**config.mk**
```make
export PLATFORM = sky130hd
export DESIGN_NAME = bsg_vanilla_remote_load_wb_queue
export DESIGN_NICKNAME = d
export VERILOG_FILES = /design/src/rtl/bsg_vanilla_remote_load_wb_queue.sv
export SDC_FILE = /design/constraint.sdc
export NUM_CORES = 1
export LEC_CHECK = 0
export CORE_MARGIN = 5
export CORE_UTILIZATION = 49
export CTS_BUF_LIST = sky130_fd_sc_hd__clkbuf_16
export DETAILED_ROUTE_END_ITERATION = 16
export PLACE_DENSITY = 0.79
export SYNTH_ARGS = -nofsm -noshare
export SYNTH_HDL_FRONTEND = slang
export SYNTH_SLANG_ARGS = --single-unit
export TNS_END_PERCENT = 100
```
**constraint.sdc**
```tcl
create_clock -name clk_i -period 2.4 [get_ports clk_i]
set_clock_uncertainty 0.2 [all_clocks]
set_input_delay 0.72 -clock clk_i [delete_from_list [all_inputs] [get_ports clk_i]]
set_output_delay 0.72 -clock clk_i [all_outputs]
set_load 0.005 [all_outputs]
```
**src/rtl/bsg_vanilla_remote_load_wb_queue.sv**
```systemverilog
// Writeback queue for remote load responses: aligns/extends data at enqueue and steers the
// head entry to either the integer or the FP regfile writeback port.
module bsg_vanilla_remote_load_wb_queue #(
  parameter int data_width_p   = 32,
  parameter int els_p          = 4,
  parameter int reg_id_width_p = 5,
  localparam int part_sel_width_lp = $clog2(data_width_p / 8),
  localparam int count_width_lp    = $clog2(els_p + 1)
) (
  input  logic                         clk_i,
  input  logic                         reset_n_i,

  input  logic                         v_i,
  output logic                         ready_o,
  input  logic                         float_wb_i,
  input  logic [reg_id_width_p-1:0]    reg_id_i,
  input  logic                         is_unsigned_op_i,
  input  logic                         is_byte_op_i,
  input  logic                         is_hex_op_i,
  input  logic [part_sel_width_lp-1:0] part_sel_i,
  input  logic [data_width_p-1:0]      data_i,

  output logic                         int_v_o,
  output logic [reg_id_width_p-1:0]    int_rd_o,
  output logic [31:0]                  int_data_o,
  input  logic                         int_yumi_i,

  output logic                         float_v_o,
  output logic [reg_id_width_p-1:0]    float_rd_o,
  output logic [31:0]                  float_data_o,
  input  logic                         float_yumi_i,

  output logic [count_width_lp-1:0]    count_o,
  output logic                         float_pending_o
);

  localparam int ptr_width_lp = $clog2(els_p);

  logic [31:0]               r_data  [els_p];
  logic [reg_id_width_p-1:0] r_rd    [els_p];
  logic                      r_float [els_p];

  logic [ptr_width_lp-1:0]   r_rptr, r_wptr;
  logic [count_width_lp-1:0] r_count, r_fcount;
  logic                      r_ready;

  logic                      w_enq, w_pop, w_empty, w_head_float;
  logic                      w_int_v, w_float_v, w_float_pop, w_float_enq;
  logic [count_width_lp-1:0] w_count_d, w_fcount_d;
  logic [ptr_width_lp-1:0]   w_rptr_inc, w_wptr_inc;
  logic [7:0]                w_byte;
  logic [15:0]               w_hex;
  logic [31:0]               w_word, w_aligned;

  // Lane extraction; only the aligned 32-bit result is stored.
  always_comb begin
    w_byte = 8'(data_i >> {part_sel_i, 3'b000});
    w_hex  = 16'(data_i >> {part_sel_i[part_sel_width_lp-1:1], 4'b0000});
    if (data_width_p == 64) begin
      w_word = 32'(data_i >> {part_sel_i[part_sel_width_lp-1], 5'b00000});
    end else begin
      w_word = 32'(data_i);
    end
    if (float_wb_i || !(is_byte_op_i || is_hex_op_i)) begin
      w_aligned = w_word;
    end else if (is_byte_op_i) begin
      w_aligned = {{24{~is_unsigned_op_i & w_byte[7]}}, w_byte};
    end else begin
      w_aligned = {{16{~is_unsigned_op_i & w_hex[15]}}, w_hex};
    end
  end

  always_comb begin
    w_empty      = (r_count == '0);
    w_head_float = r_float[r_rptr];
    w_int_v      = !w_empty && !w_head_float;
    w_float_v    = !w_empty && w_head_float;
    w_float_pop  = w_float_v && float_yumi_i;
    w_pop        = (w_int_v && int_yumi_i) || w_float_pop;
    w_enq        = v_i && r_ready;
    w_float_enq  = w_enq && float_wb_i;

    w_rptr_inc = (r_rptr == ptr_width_lp'(els_p - 1)) ? '0 : r_rptr + ptr_width_lp'(1);
    w_wptr_inc = (r_wptr == ptr_width_lp'(els_p - 1)) ? '0 : r_wptr + ptr_width_lp'(1);

    w_count_d = r_count;
    if (w_enq && !w_pop) begin
      w_count_d = r_count + count_width_lp'(1);
    end else if (!w_enq && w_pop) begin
      w_count_d = r_count - count_width_lp'(1);
    end

    w_fcount_d = r_fcount;
    if (w_float_enq && !w_float_pop) begin
      w_fcount_d = r_fcount + count_width_lp'(1);
    end else if (!w_float_enq && w_float_pop) begin
      w_fcount_d = r_fcount - count_width_lp'(1);
    end
  end

  always_ff @(posedge clk_i or negedge reset_n_i) begin
    if (!reset_n_i) begin
      r_rptr   <= '0;
      r_wptr   <= '0;
      r_count  <= '0;
      r_fcount <= '0;
      r_ready  <= 1'b0;
    end else begin
      if (w_pop) r_rptr <= w_rptr_inc;
      if (w_enq) r_wptr <= w_wptr_inc;
      r_count  <= w_count_d;
      r_fcount <= w_fcount_d;
      r_ready  <= (w_count_d != count_width_lp'(els_p));
    end
  end

  always_ff @(posedge clk_i or negedge reset_n_i) begin
    if (!reset_n_i) begin
      for (int i = 0; i < els_p; i++) begin
        r_data[i]  <= '0;
        r_rd[i]    <= '0;
        r_float[i] <= 1'b0;
      end
    end else if (w_enq) begin
      r_data[r_wptr]  <= w_aligned;
      r_rd[r_wptr]    <= reg_id_i;
      r_float[r_wptr] <= float_wb_i;
    end
  end

  // rd/data are gated by their valid so idle ports (and reset) present zero.
  always_comb begin
    ready_o         = r_ready;
    count_o         = r_count;
    float_pending_o = (r_fcount != '0);
    int_v_o         = w_int_v;
    float_v_o       = w_float_v;
    int_rd_o        = w_int_v ? r_rd[r_rptr] : '0;
    int_data_o      = w_int_v ? r_data[r_rptr] : '0;
    float_rd_o      = w_float_v ? r_rd[r_rptr] : '0;
    float_data_o    = w_float_v ? r_data[r_rptr] : '0;
  end

`ifndef SYNTHESIS
  a_no_overflow: assert property (@(posedge clk_i) disable iff (!reset_n_i)
    !(v_i && !r_ready));
  a_byte_hex_excl: assert property (@(posedge clk_i) disable iff (!reset_n_i)
    !(v_i && is_byte_op_i && is_hex_op_i));
  a_int_yumi_valid: assert property (@(posedge clk_i) disable iff (!reset_n_i)
    !(int_yumi_i && !w_int_v));
  a_float_yumi_valid: assert property (@(posedge clk_i) disable iff (!reset_n_i)
    !(float_yumi_i && !w_float_v));
`endif

endmodule

```
# After elaboration in Yosys (flattened, before gate mapping)
# Cells that the tools add are included.
# Widths: inputs -> output; s select.
[classes] n_addsub=6 order_cmp=3 eq_ne=3 n_shift=2 n_mux=30 n_bitwise=5 n_reduce_logical=24
[ops] cell="$mux 32" count=7
[ops] cell="$bwmux 128" count=1
[ops] cell="$bmux 32 s2" count=1
[ops] cell="$demux 32 s2" count=1
[ops] cell="$shr 32x5->16" count=1
[ops] cell="$shr 32x5->8" count=1
[ops] cell="$mux 5" count=5
[ops] cell="$bwmux 20" count=1
[ops] cell="$mux 3" count=4
[ops] cell="$logic_and 1x1->1" count=11
[ops] cell="$bmux 5 s2" count=1
[ops] cell="$demux 5 s2" count=1
[ops] cell="$logic_not 1->1" count=7
[ops] cell="$add 3x1->3 const B" count=2
[ops] cell="$ge 3x3->1 const B" count=2
[ops] cell="$not 2->3" count=2
[ops] cell="$sub 3x1->3 const B" count=2
[ops] cell="$add 2x1->2 const B" count=2
[ops] cell="$bwmux 4" count=1
[ops] cell="$eq 2x2->1 const B" count=2
[ops] cell="$mux 2" count=2
[ops] cell="$logic_not 3->1" count=1
[ops] cell="$logic_or 1x1->1" count=3
[ops] cell="$lt 3x1->1 const B" count=1
[ops] cell="other kinds (8)" count=11
[word_totals] register_bits=163 in_bits=48 output_inout_bits=81

# Depth between registers and ports, before layout
# Gate-level depths: netlist of run 1.
[logic_depth] word_depth=12 ltp_mapped=13

# Worst setup path after synthesis of run 1
# Ideal clock, no wire load.
[synth_timing] kind="register to register" startpoint="register r_rptr[0]" endpoint="register r_fcount[2]" t_arrival_ns=2.463 required_time_ns=2.121 setup_slack_ns=-0.342 stages_incl_launch_ff=12 n_path_buf=1 period_less_slack_ns=2.742 path_cell_list="dfrtp_1 mux4_2 nand2b_1 clkbuf_1 inv_1 nand2_1 ha_1 inv_1 fa_1 xor2_1 nor2_1 xor2_1"
[synth_between] elab_chain_cells=9 elab_cells_between_ends=11 classes_between="mux (4); bitwise (1); reduce/logical (6)"
[synth_rtl] item="from (decl)" line="43" rtl="logic [ptr_width_lp-1:0] r_rptr, r_wptr;"
[synth_rtl] item="from (signal assigned)" line="109" rtl="if (w_pop) r_rptr <= w_rptr_inc;"
[synth_rtl] item="$not 2->3 (implied by the code) *" line="75" rtl="w_head_float = r_float[r_rptr];"
[synth_rtl] item="$bmux 1 s2 *" line="75"
[synth_rtl] item="$mux 1 (implied by the code) * (2 in series)" line="75"
[synth_rtl] item="$logic_and 1x1->1 *" line="77" rtl="w_float_v = !w_empty && w_head_float;"
[synth_rtl] item="via float_v_o" line="28" rtl="output logic float_v_o,"
[synth_rtl] item="$logic_and 1x1->1 *" line="78" rtl="w_float_pop = w_float_v && float_yumi_i;"
[synth_rtl] item="$logic_not 1->1" line="94" rtl="if (w_float_enq && !w_float_pop) begin"
[synth_rtl] item="$logic_and 1x1->1" line="94"
[synth_rtl] item="$mux 3 / $reduce_bool 2->1 (equally long branches)"
[synth_rtl] item="to (signal assigned)" line="112" rtl="r_fcount <= w_fcount_d;"
[synth_rtl] item="to (decl)" line="44" rtl="logic [count_width_lp-1:0] r_count, r_fcount;"
# Mark *: on every way through the listed nets, which the timed path passes. The rest lies on a longest branch. The select of a mux whose other input is x is not followed.
# A chain may end at the register's enable or synchronous reset.

# Final worst setup path of run 1
[layout_timing] startpoint="register r_rptr[0]" endpoint="output port int_rd_o[0]"
[layout_between] elab_chain_cells=7 elab_cells_between_ends=10 classes_between="mux (7); bitwise (1); reduce/logical (2)"
[layout_rtl] item="$not 2->3 (implied by the code) *" line="75, 138"
[layout_rtl] item="$bmux 1 s2" line="75"
[layout_rtl] item="$mux 1 (implied by the code) (2 in series)" line="75"
[layout_rtl] item="$logic_not 1->1" line="76" rtl="w_int_v = !w_empty && !w_head_float;"
[layout_rtl] item="$logic_and 1x1->1" line="76"
[layout_rtl] item="$mux 5 *" line="138" rtl="int_rd_o = w_int_v ? r_rd[r_rptr] : '0;"
[layout_rtl] item="to (decl)" line="24" rtl="output logic [reg_id_width_p-1:0] int_rd_o,"
# Every way passes the cells marked *; elsewhere a longest branch is shown, timed or not. The select of a mux whose other input is x is not followed.

==> run_results.csv, run 1 <==
group,metric,value,unit
clock_tree,path_clk_slew,70,ps
synthesis,syn_area_per_cell,10.7,sq um
pwr,leakagePower,5.33,nW
synthesis,yosysSeqAreaShare,51.6,%
layout,design_area,11600,sq um
timing,finalHoldViolCount,0,
placed_design,place_congestion,0.880,
layout,final_cells,1187,
route,viasPerCell,5.84,
route,dr_total_vias,6932,
synthesis,synth_top_cell_by_area,"dfrtp_1",
floorplan,die_w,137,microns
floorplan,rows,46,
timing,rsz0062_at_grt,"yes",
placed_design,dpl.hpwl,15700,microns
route,drt_wl_total,25800,microns
clock_tree,root_buffer,"clkbuf_16",
synthesis,synth_cells,739,
synthesis,synthArstFlopShare,100,%
pwr,ir_drop,738,uV
clock_tree,cts_tree,"built",
route,drt_first_pass_iters,5,
synthesis,synth-edff-count,0,
run,drv_cap,0,
route,drc,0,
worst_setup_path,worstPathArrival,2170,ps
synthesis,synth-main-ff-cell,"dfrtp_1",
placed_design,place_inst,1125,
floorplan,fp.dieH,137,microns
timing,max_freq,323,MHz
placed_design,placed_cell_area,10300,sq um
clock_tree,holdBufCountCts,0,
worst_setup_path,critPathMaxFanout,5,
layout,nNetsFinal,1016,
synthesis,syn-cell-area,7910,sq um
timing,tightest_slew,459,ps
global_routing,grt_usage,26.5,%
outcome,run_status,"finished, violations left",
clock_tree,cts_made_buffers,17,
synthesis,yosysUniqueCellTypes,37,
worst_setup_path,crit_type,"flip-flop to output port",
synthesis,synth_nets,797,
pwr,powerDensity,1590,nW/um^2
clock_tree,clock_path_buffers,2,
route,ant_nets,0,
floorplan,initial_core_util,49.8,%
layout,diodes,0,
global_routing,grt_pass1_vias,6998,
synthesis,synth_top_cells_by_area,"dfrtp_1, mux4_2, o21ai_0",
synthesis,synth_top_area_share,51.6,%
route,routedWlPerCell,21.7,microns
worst_setup_path,cp.required,1480,ps
timing,fin_ws,-693,ps
pwr,p_total,18.4,mW
worst_hold_path,hold_class,"input pin to async pin",
synthesis,yosysWarnings,0,
floorplan,dieArea,18800,sq um
timing,finalSetupViolCount,81,
clock_tree,clock_latency,430,ps
floorplan,ios,129,
timing,fin_crit_sh,129,%
worst_setup_path,crit_path_start_kind,"flip-flop",
route,first_iter_violations,729,
placed_design,place_ws,-868,ps
global_routing,overflow,0,
clock_tree,cts.sinks,163,
outcome,violations,"setup timing",
placed_design,port_buffers,128,
timing,period_minus_slack,3090,ps
layout,syn2layout_area_growth,46.7,%
clock_tree,cts-htree-levels,4,
synthesis,ys_top_cells_by_count,"dfrtp_1, nand2_1, o21ai_0",
timing,drv_slew,0,
synthesis,synth_most_common_cell,"dfrtp_1",
global_routing,grt_first_pass_wirelength,37500,microns
timing,finalSetupTns,-44770,ps
global_routing,antenna_found_initial,0,
timing,slew_headroom,69.4,%
worst_setup_path,critPathCaptureType,"output port",
synthesis,ys_seq_elements,163,
floorplan,fp.coreArea,15900,sq um
global_routing,grt_max_degree,46,
layout,drive_gt1_share,40.0,%
## through the flow
stage	util, %	hold WS, ps
floorplan	-	224
global placement	64.8	254
detailed placement	64.8	261
CTS	71.4	23.1
global route	73.1	36.7
finish	73.1	18.1
## layout make-up
cell class                 instances  area, sq um
multi-input combinational        514         4010
clock inverter                    15          189
fill                            1025         4280
tap                              216          270
sequential                       163         4080
clock buffer                      17          425
inverter                           8         35.0
timing repair buffer             254         2600
## metal layers
| layer | routed length, microns | global-route usage [%] | part of all wire [%] |
|---|---|---|---|
| met2 | 13100 | 43.9 | 51 |
| met4 | 957 | 11.4 | 3.7 |
| met3 | 1870 | 5.00 | 7.2 |
| met1 | 9870 | 34.3 | 38 |
| met5 | 0 | 0 | 0 |
## cell usage in the layout, fill, tap and decap left out, types with 5 or more instances in the layout
cell / n
dfrtp_1: 162
a2bb2oi_2: 7
and2_4: 30
a21oi_1: 14
ha_1: 8
mux4_2: 38
nand2_1: 131
nor2b_4: 9
o21ai_0: 104
clkinv_2: 5
mux2i_1: 8
o22ai_2: 9
o22ai_4: 5
buf_2: 26
buf_12: 29
and2_1: 9
buf_6: 44
buf_8: 5
clkbuf_16: 20
nor2b_1: 30
o21ai_1: 25
buf_4: 73
inv_1: 6
nor2_1: 14
mux2_2: 27
clkbuf_2: 20
clkdlybuf4s50_1: 48
## worst max-delay path: stages (launching register included)
cell	delay [ps]
dfrtp_2	390
mux4_2	550
nor2_4	210
buf_12	150
buf_8	110
buf_12	100
and2_4	140
buf_6	90
## report_power, final
| group | internal (mW) | switching [mW] |
|---|---|---|
| Combinational | 6.17 | 4.64 |
| Sequential | 4.03 | 0.749 |
| Clock | 1.73 | 1.13 |
## worst paths after layout
kind | slack [ps] | endpoint | cells after the start | start
worst max register to register | -260 | r_fcount[2] | 12 | r_rptr[0]
worst min-delay path | 20 | r_data[97] | 1 | reset_n_i
max in group asynchronous | 1320 | r_data[23] | 2 | reset_n_i
min in group clk_i | 280 | r_fcount[2] | 1 | r_fcount[2]
worst max-delay path | -690 | int_rd_o[0] | 7 | r_rptr[0]
worst min register to register | 280 | r_fcount[2] | 1 | r_fcount[2]
## logic make-up after synthesis
family | share of synthesized area, %
buf+inv | 3.20
compound gates | 12.0
fa+ha+maj | 1.68
simple gates | 14.5
flops | 51.6
mux | 16.5
xor+xnor | 0.554
## flip-flops by register name (all words and copies together) (netlist names)
name,cells
count_o,3
r_data,128
r_fcount,3
r_float,4
r_rd,20
r_rptr,2
r_wptr,2
ready_o,1
## timing repair
action,4_1_cts,5_1_grt
pin swaps,25,25
gates resized for setup,323,129
gates cloned,6,3
setup endpoints to repair,186,180
setup buffers,21,4
Note: power is estimated with default switching activity, not from simulation.
==> inputs of run 2 (changes only) <==
Settings changed: CORE_UTILIZATION 49 to 30, HOLD_SLACK_MARGIN from default to 0.12, PLACE_DENSITY 0.79 to 0.54.
==> run_results.csv, run 2 (synthesis results as in run 1) <==
group,metric,value,unit
global_routing,grt_max_degree,64,
timing,slew_headroom,73.3,%
global_routing,grt_pass1_vias,6681,
floorplan,initial_core_util,30.4,%
placed_design,place_congestion,0.809,
timing,finalSetupTns,-46280,ps
worst_setup_path,slowest_delay,560,ps
layout,fillers,2424,
timing,fin_ws,-726,ps
timing,max_freq,320,MHz
worst_setup_path,ff2ff_path_depth,13,
placed_design,dpl.hpwl,16500,microns
clock_tree,cts_made_buffers,17,
layout,reg.largest.list,"r_data: 128 flops, r_rd: 20 flops, r_float: 4 flops",
route,ant_nets,0,
layout,multi_input_area,4060,sq um
clock_tree,cts.sinks,163,
worst_setup_path,r2r_start,"r_rptr[0]",
outcome,violations,"setup timing",
worst_setup_path,critPathMaxFanout,5,
worst_hold_path,min-delay-start,"r_data[35]",
layout,diodes,0,
worst_setup_path,cp_slowest_cell,"mux4_2",
clock_tree,root_buffer,"clkbuf_16",
worst_hold_path,holdPathEnd,"r_data[35]",
layout,design_area,12100,sq um
timing,finalSetupViolCount,78,
worst_setup_path,critPathCaptureType,"output port",
floorplan,fp.coreArea,26000,sq um
worst_hold_path,hold_class,"flip-flop to flip-flop",
timing,drv_slew,0,
layout,largest_register_ffs,128,
clock_tree,path_clk_slew,60,ps
outcome,run_status,"finished, violations left",
layout,register_area,4080,sq um
route,drt_wl_total,25200,microns
worst_setup_path,crit_chain,"mux4_2 -> nor2_4 -> buf_12 -> buf_8 -> buf_12 -> buf_12 -> and2_4 -> buf_6",
floorplan,die_w,172,microns
worst_setup_path,crit_path_start_kind,"flip-flop",
worst_hold_path,whs_path_depth,2,
layout,drive_gt1_share,41.9,%
route,wl_met3,1250,microns
layout,regMostFlops,"r_data",
layout,syn2layout_area_growth,53.4,%
worst_setup_path,reg2reg_slack,-300,ps
placed_design,port_buffers,128,
route,top_layer_used,"met4",
floorplan,rows,59,
pwr,leakagePower,5.52,nW
layout,final_cell_mix,"dfrtp_1, nand2_1, o21ai_0",
run,drv_cap,0,
timing,period_minus_slack,3130,ps
worst_setup_path,crit_type,"flip-flop to output port",
route,routedWlPerCell,19.1,microns
timing,tightest_slew,401,ps
timing,finalHoldViolCount,0,
pwr,powerDensity,1610,nW/um^2
route,drt_first_pass_iters,4,
route,drc,0,
floorplan,ios,129,
timing,fin_crit_sh,130,%
global_routing,overflow,0,
worst_setup_path,cp_common_cell,"buf_12",
route,route.met2.wl,12200,microns
clock_tree,cts-htree-levels,4,
clock_tree,clock_latency,420,ps
floorplan,dieArea,29700,sq um
route,dr_total_vias,6399,
timing,whs,274,ps
route,viasPerCell,4.85,
worst_setup_path,cp.required,1480,ps
worst_setup_path,timing.rr.end,"r_fcount[2]",
global_routing,antenna_found_initial,0,
layout,nNetsFinal,1030,
global_routing,grt_first_pass_wirelength,38700,microns
timing,rsz0062_at_grt,"yes",
route,wl_met1,11500,microns
clock_tree,cts_tree,"built",
pwr,ir_drop,1100,uV
global_routing,grt_usage,17.3,%
layout,layout.cells.most_common,"dfrtp_1",
route,first_iter_violations,324,
placed_design,placed_cell_area,10400,sq um
worst_setup_path,worstPathArrival,2210,ps
floorplan,fp.dieH,172,microns
clock_tree,clock_path_buffers,2,
run 2: critical path: cells and delay by family, from the launching register on:
kind / cells / cell delay, ps
buffers and inverters: 5 / 540
DFF: 1 / 380
muxes: 1 / 560
and+or+nand+nor: 2 / 290
run 2: worst max-delay path by stage:
stage                            start        endpoint  depth (start not counted)
after global routing         r_rptr[0]  int_data_o[13]                          8
after global placement    is_byte_op_i      r_data[31]                          8
after CTS                    r_rptr[0]  int_data_o[28]                          8
final                        r_rptr[0]  int_data_o[13]                          8
after detailed placement  is_byte_op_i      r_data[91]                          8
after floorplan              r_rptr[0]     r_fcount[2]                         11
run 2: cell type report:
type | instances | share of cell area, %
clock buffers | 17 | 3.51
clock inverters | 15 | 1.29
inverters | 8 | 0.289
multi-input cells | 514 | 33.4
flip-flops and latches | 163 | 33.6
well taps | 335 | 3.46
repair buffers | 268 | 24.4
run 2: metal layers:
metal / vias up / global-route usage (%)
met5: - / 0
met4: 0 / 5.13
li1: 3035 / -
met1: 3207 / 24.4
met2: 147 / 27.6
met3: 10 / 2.70
run 2: power by group:
group	switching (mW)	leakage [nW]	internal, mW
Combinational	4.96	3.21	7.20
Clock	1.17	0.281	1.54
Sequential	0.640	2.03	4.02
Total	6.77	5.52	12.8
run 2: timing repair:
action,in CTS,in global routing
setup endpoints to repair,177,201
setup buffers,42,5
resized for setup,374,142
endpoints found under the hold margin,33,0
hold buffers,1,0
gates cloned,10,2
pin swaps,28,26
run 2: through the flow:
step | setup WS [ps] | util (%) | std cells | total power [mW]
2_1_floorplan | -117 | - | 739 | 8.97
3_3_place_gp | -950 | 40.2 | 1242 | 13.3
3_5_place_dp | -930 | 40.2 | 1242 | 13.4
4_1_cts | -780 | 45.9 | 1327 | 19.3
5_1_grt | -793 | 46.7 | 1320 | 20.9
6_report | -726 | 46.7 | 1320 | 19.5
==> inputs of run 3 (changes only) <==
Settings changed: CORE_MARGIN 5 to 1.5, REMOVE_ABC_BUFFERS from default to 1.
==> run_results.csv, run 3 (synthesis results as in run 1) <==
group,metric,value,unit
outcome,run_status,"finished, violations left",
outcome,violations,"setup timing",
route,routedWlPerCell,17.2,microns
layout,layout.cells.most_common,"dfrtp_1",
layout,nNetsFinal,1002,
timing,whs,275,ps
placed_design,dpl.hpwl,15600,microns
pwr,leakagePower,5.05,nW
route,viasPerCell,4.67,
timing,fin_crit_sh,129,%
clock_tree,root_buffer,"clkbuf_16",
global_routing,overflow,0,
timing,rsz0062_at_grt,"yes",
placed_design,port_buffers,128,
layout,syn2layout_area_growth,40.0,%
global_routing,antenna_found_initial,1,
clock_tree,cts-htree-levels,4,
floorplan,dieArea,27300,sq um
route,ant_nets,0,
global_routing,grt_pass1_vias,6026,
timing,drv_slew,0,
global_routing,grt_first_pass_wirelength,33900,microns
clock_tree,clock_latency,420,ps
timing,finalSetupViolCount,79,
worst_setup_path,crit_type,"flip-flop to output port",
clock_tree,cts_tree,"built",
worst_setup_path,cp.required,1480,ps
global_routing,grt_usage,16.7,%
floorplan,die_w,165,microns
worst_setup_path,worstPathArrival,2190,ps
floorplan,initial_core_util,30.4,%
pwr,ir_drop,684,uV
layout,reg.largest.list,"r_data: 128 flops, r_rd: 20 flops, r_float: 4 flops",
timing,finalHoldViolCount,0,
timing,finalSetupTns,-47440,ps
layout,final_cell_mix,"dfrtp_1, nand2_1, o21ai_0",
layout,regMostFlops,"r_data",
placed_design,place_congestion,0.760,
route,drc,0,
run,drv_cap,0,
worst_setup_path,critPathMaxFanout,6,
floorplan,fp.dieH,165,microns
timing,fin_ws,-708,ps
clock_tree,cts_made_buffers,17,
clock_tree,clock_path_buffers,2,
worst_setup_path,reg2reg_slack,-520,ps
layout,drive_gt1_share,32.2,%
route,drt_first_pass_iters,7,
worst_hold_path,hold_class,"flip-flop to flip-flop",
route,drt_wl_total,22300,microns
clock_tree,path_clk_slew,70,ps
route,first_iter_violations,278,
pwr,powerDensity,1450,nW/um^2
global_routing,grt_max_degree,45,
timing,slew_headroom,69.6,%
timing,max_freq,322,MHz
timing,tightest_slew,455,ps
floorplan,ios,129,
worst_setup_path,crit_path_start_kind,"flip-flop",
layout,largest_register_ffs,128,
floorplan,rows,59,
floorplan,fp.coreArea,26000,sq um
timing,period_minus_slack,3110,ps
clock_tree,cts.sinks,163,
route,dr_total_vias,6040,
worst_setup_path,critPathCaptureType,"output port",
## run 3: layout make-up
| cell class | instances | area [sq um] |
|---|---|---|
| Fill cell | 2552 | 14900 |
| Sequential cell | 163 | 4080 |
| Multi-Input combinational cell | 514 | 3730 |
| Timing Repair Buffer | 240 | 2260 |
| Clock buffer | 17 | 425 |
| Tap cell | 335 | 419 |
| Clock inverter | 15 | 120 |
| Inverter | 8 | 32.5 |
| Antenna cell | 1 | 2.50 |
## run 3: stage by stage
step | instances | util [%] | instance area (sq um) | power [mW] | setup WS (ps)
6_report | 1293 | 42.6 | 11100 | 16.1 | -708
5_1_grt | 1292 | 42.6 | 11100 | 17.3 | -805
4_1_cts | 1284 | 42.6 | 11100 | 16.0 | -877
3_5_place_dp | 1238 | 39.9 | 10400 | 13.2 | -463
3_3_place_gp | 1238 | 39.9 | 10400 | 13.1 | -431
2_1_floorplan | 685 | - | 7690 | 8.65 | -2170
## run 3: what timing repair did
action / 4_1_cts / 5_1_grt
pin swaps: 6 / 11
endpoints found under the setup margin: 79 / 188
hold buffers: 1 / 0
gates cloned: 3 / 2
hold endpoints to repair: 32 / 0
resized for setup: 153 / 127
buffers inserted: 11 / 9
## run 3: worst max-delay path: stages (launching register included)
cell and delay, ps:
dfrtp_2 400, buf_12 120, buf_8 130, buf_12 130
mux4_2 550, and2_1 180, dlygate4sd2_1 250
## run 3: report_power, final
part / switching [mW] / internal (mW) / total, mW
sequential: 0.631 / 4.02 / 4.65
combinational: 3.91 / 4.98 / 8.88
clock: 1.21 / 1.35 / 2.56
## run 3: routing by layer
layer / global-route usage, % / wire length [microns] / part of all wire, % / vias up
li1: - / - / - / 2973
met1: 21.9 / 10100 / 45 / 2940
met2: 28.2 / 11000 / 50 / 112
met3: 3.07 / 886 / 4.0 / 15
met4: 4.50 / 260 / 1.2 / 0
met5: 0 / 0 / 0 / -
## run 3: worst paths after layout
kind / from / end / depth (start not counted)
max: r_rptr[0] / int_data_o[28] / 6
min: r_fcount[2] / r_fcount[2] / 1
max reg2reg: r_rptr[0] / r_fcount[2] / 15
min reg2reg: r_fcount[2] / r_fcount[2] / 1
max in group asynchronous: reset_n_i / r_rd[9] / 3
min in group asynchronous: reset_n_i / r_fcount[2] / 2
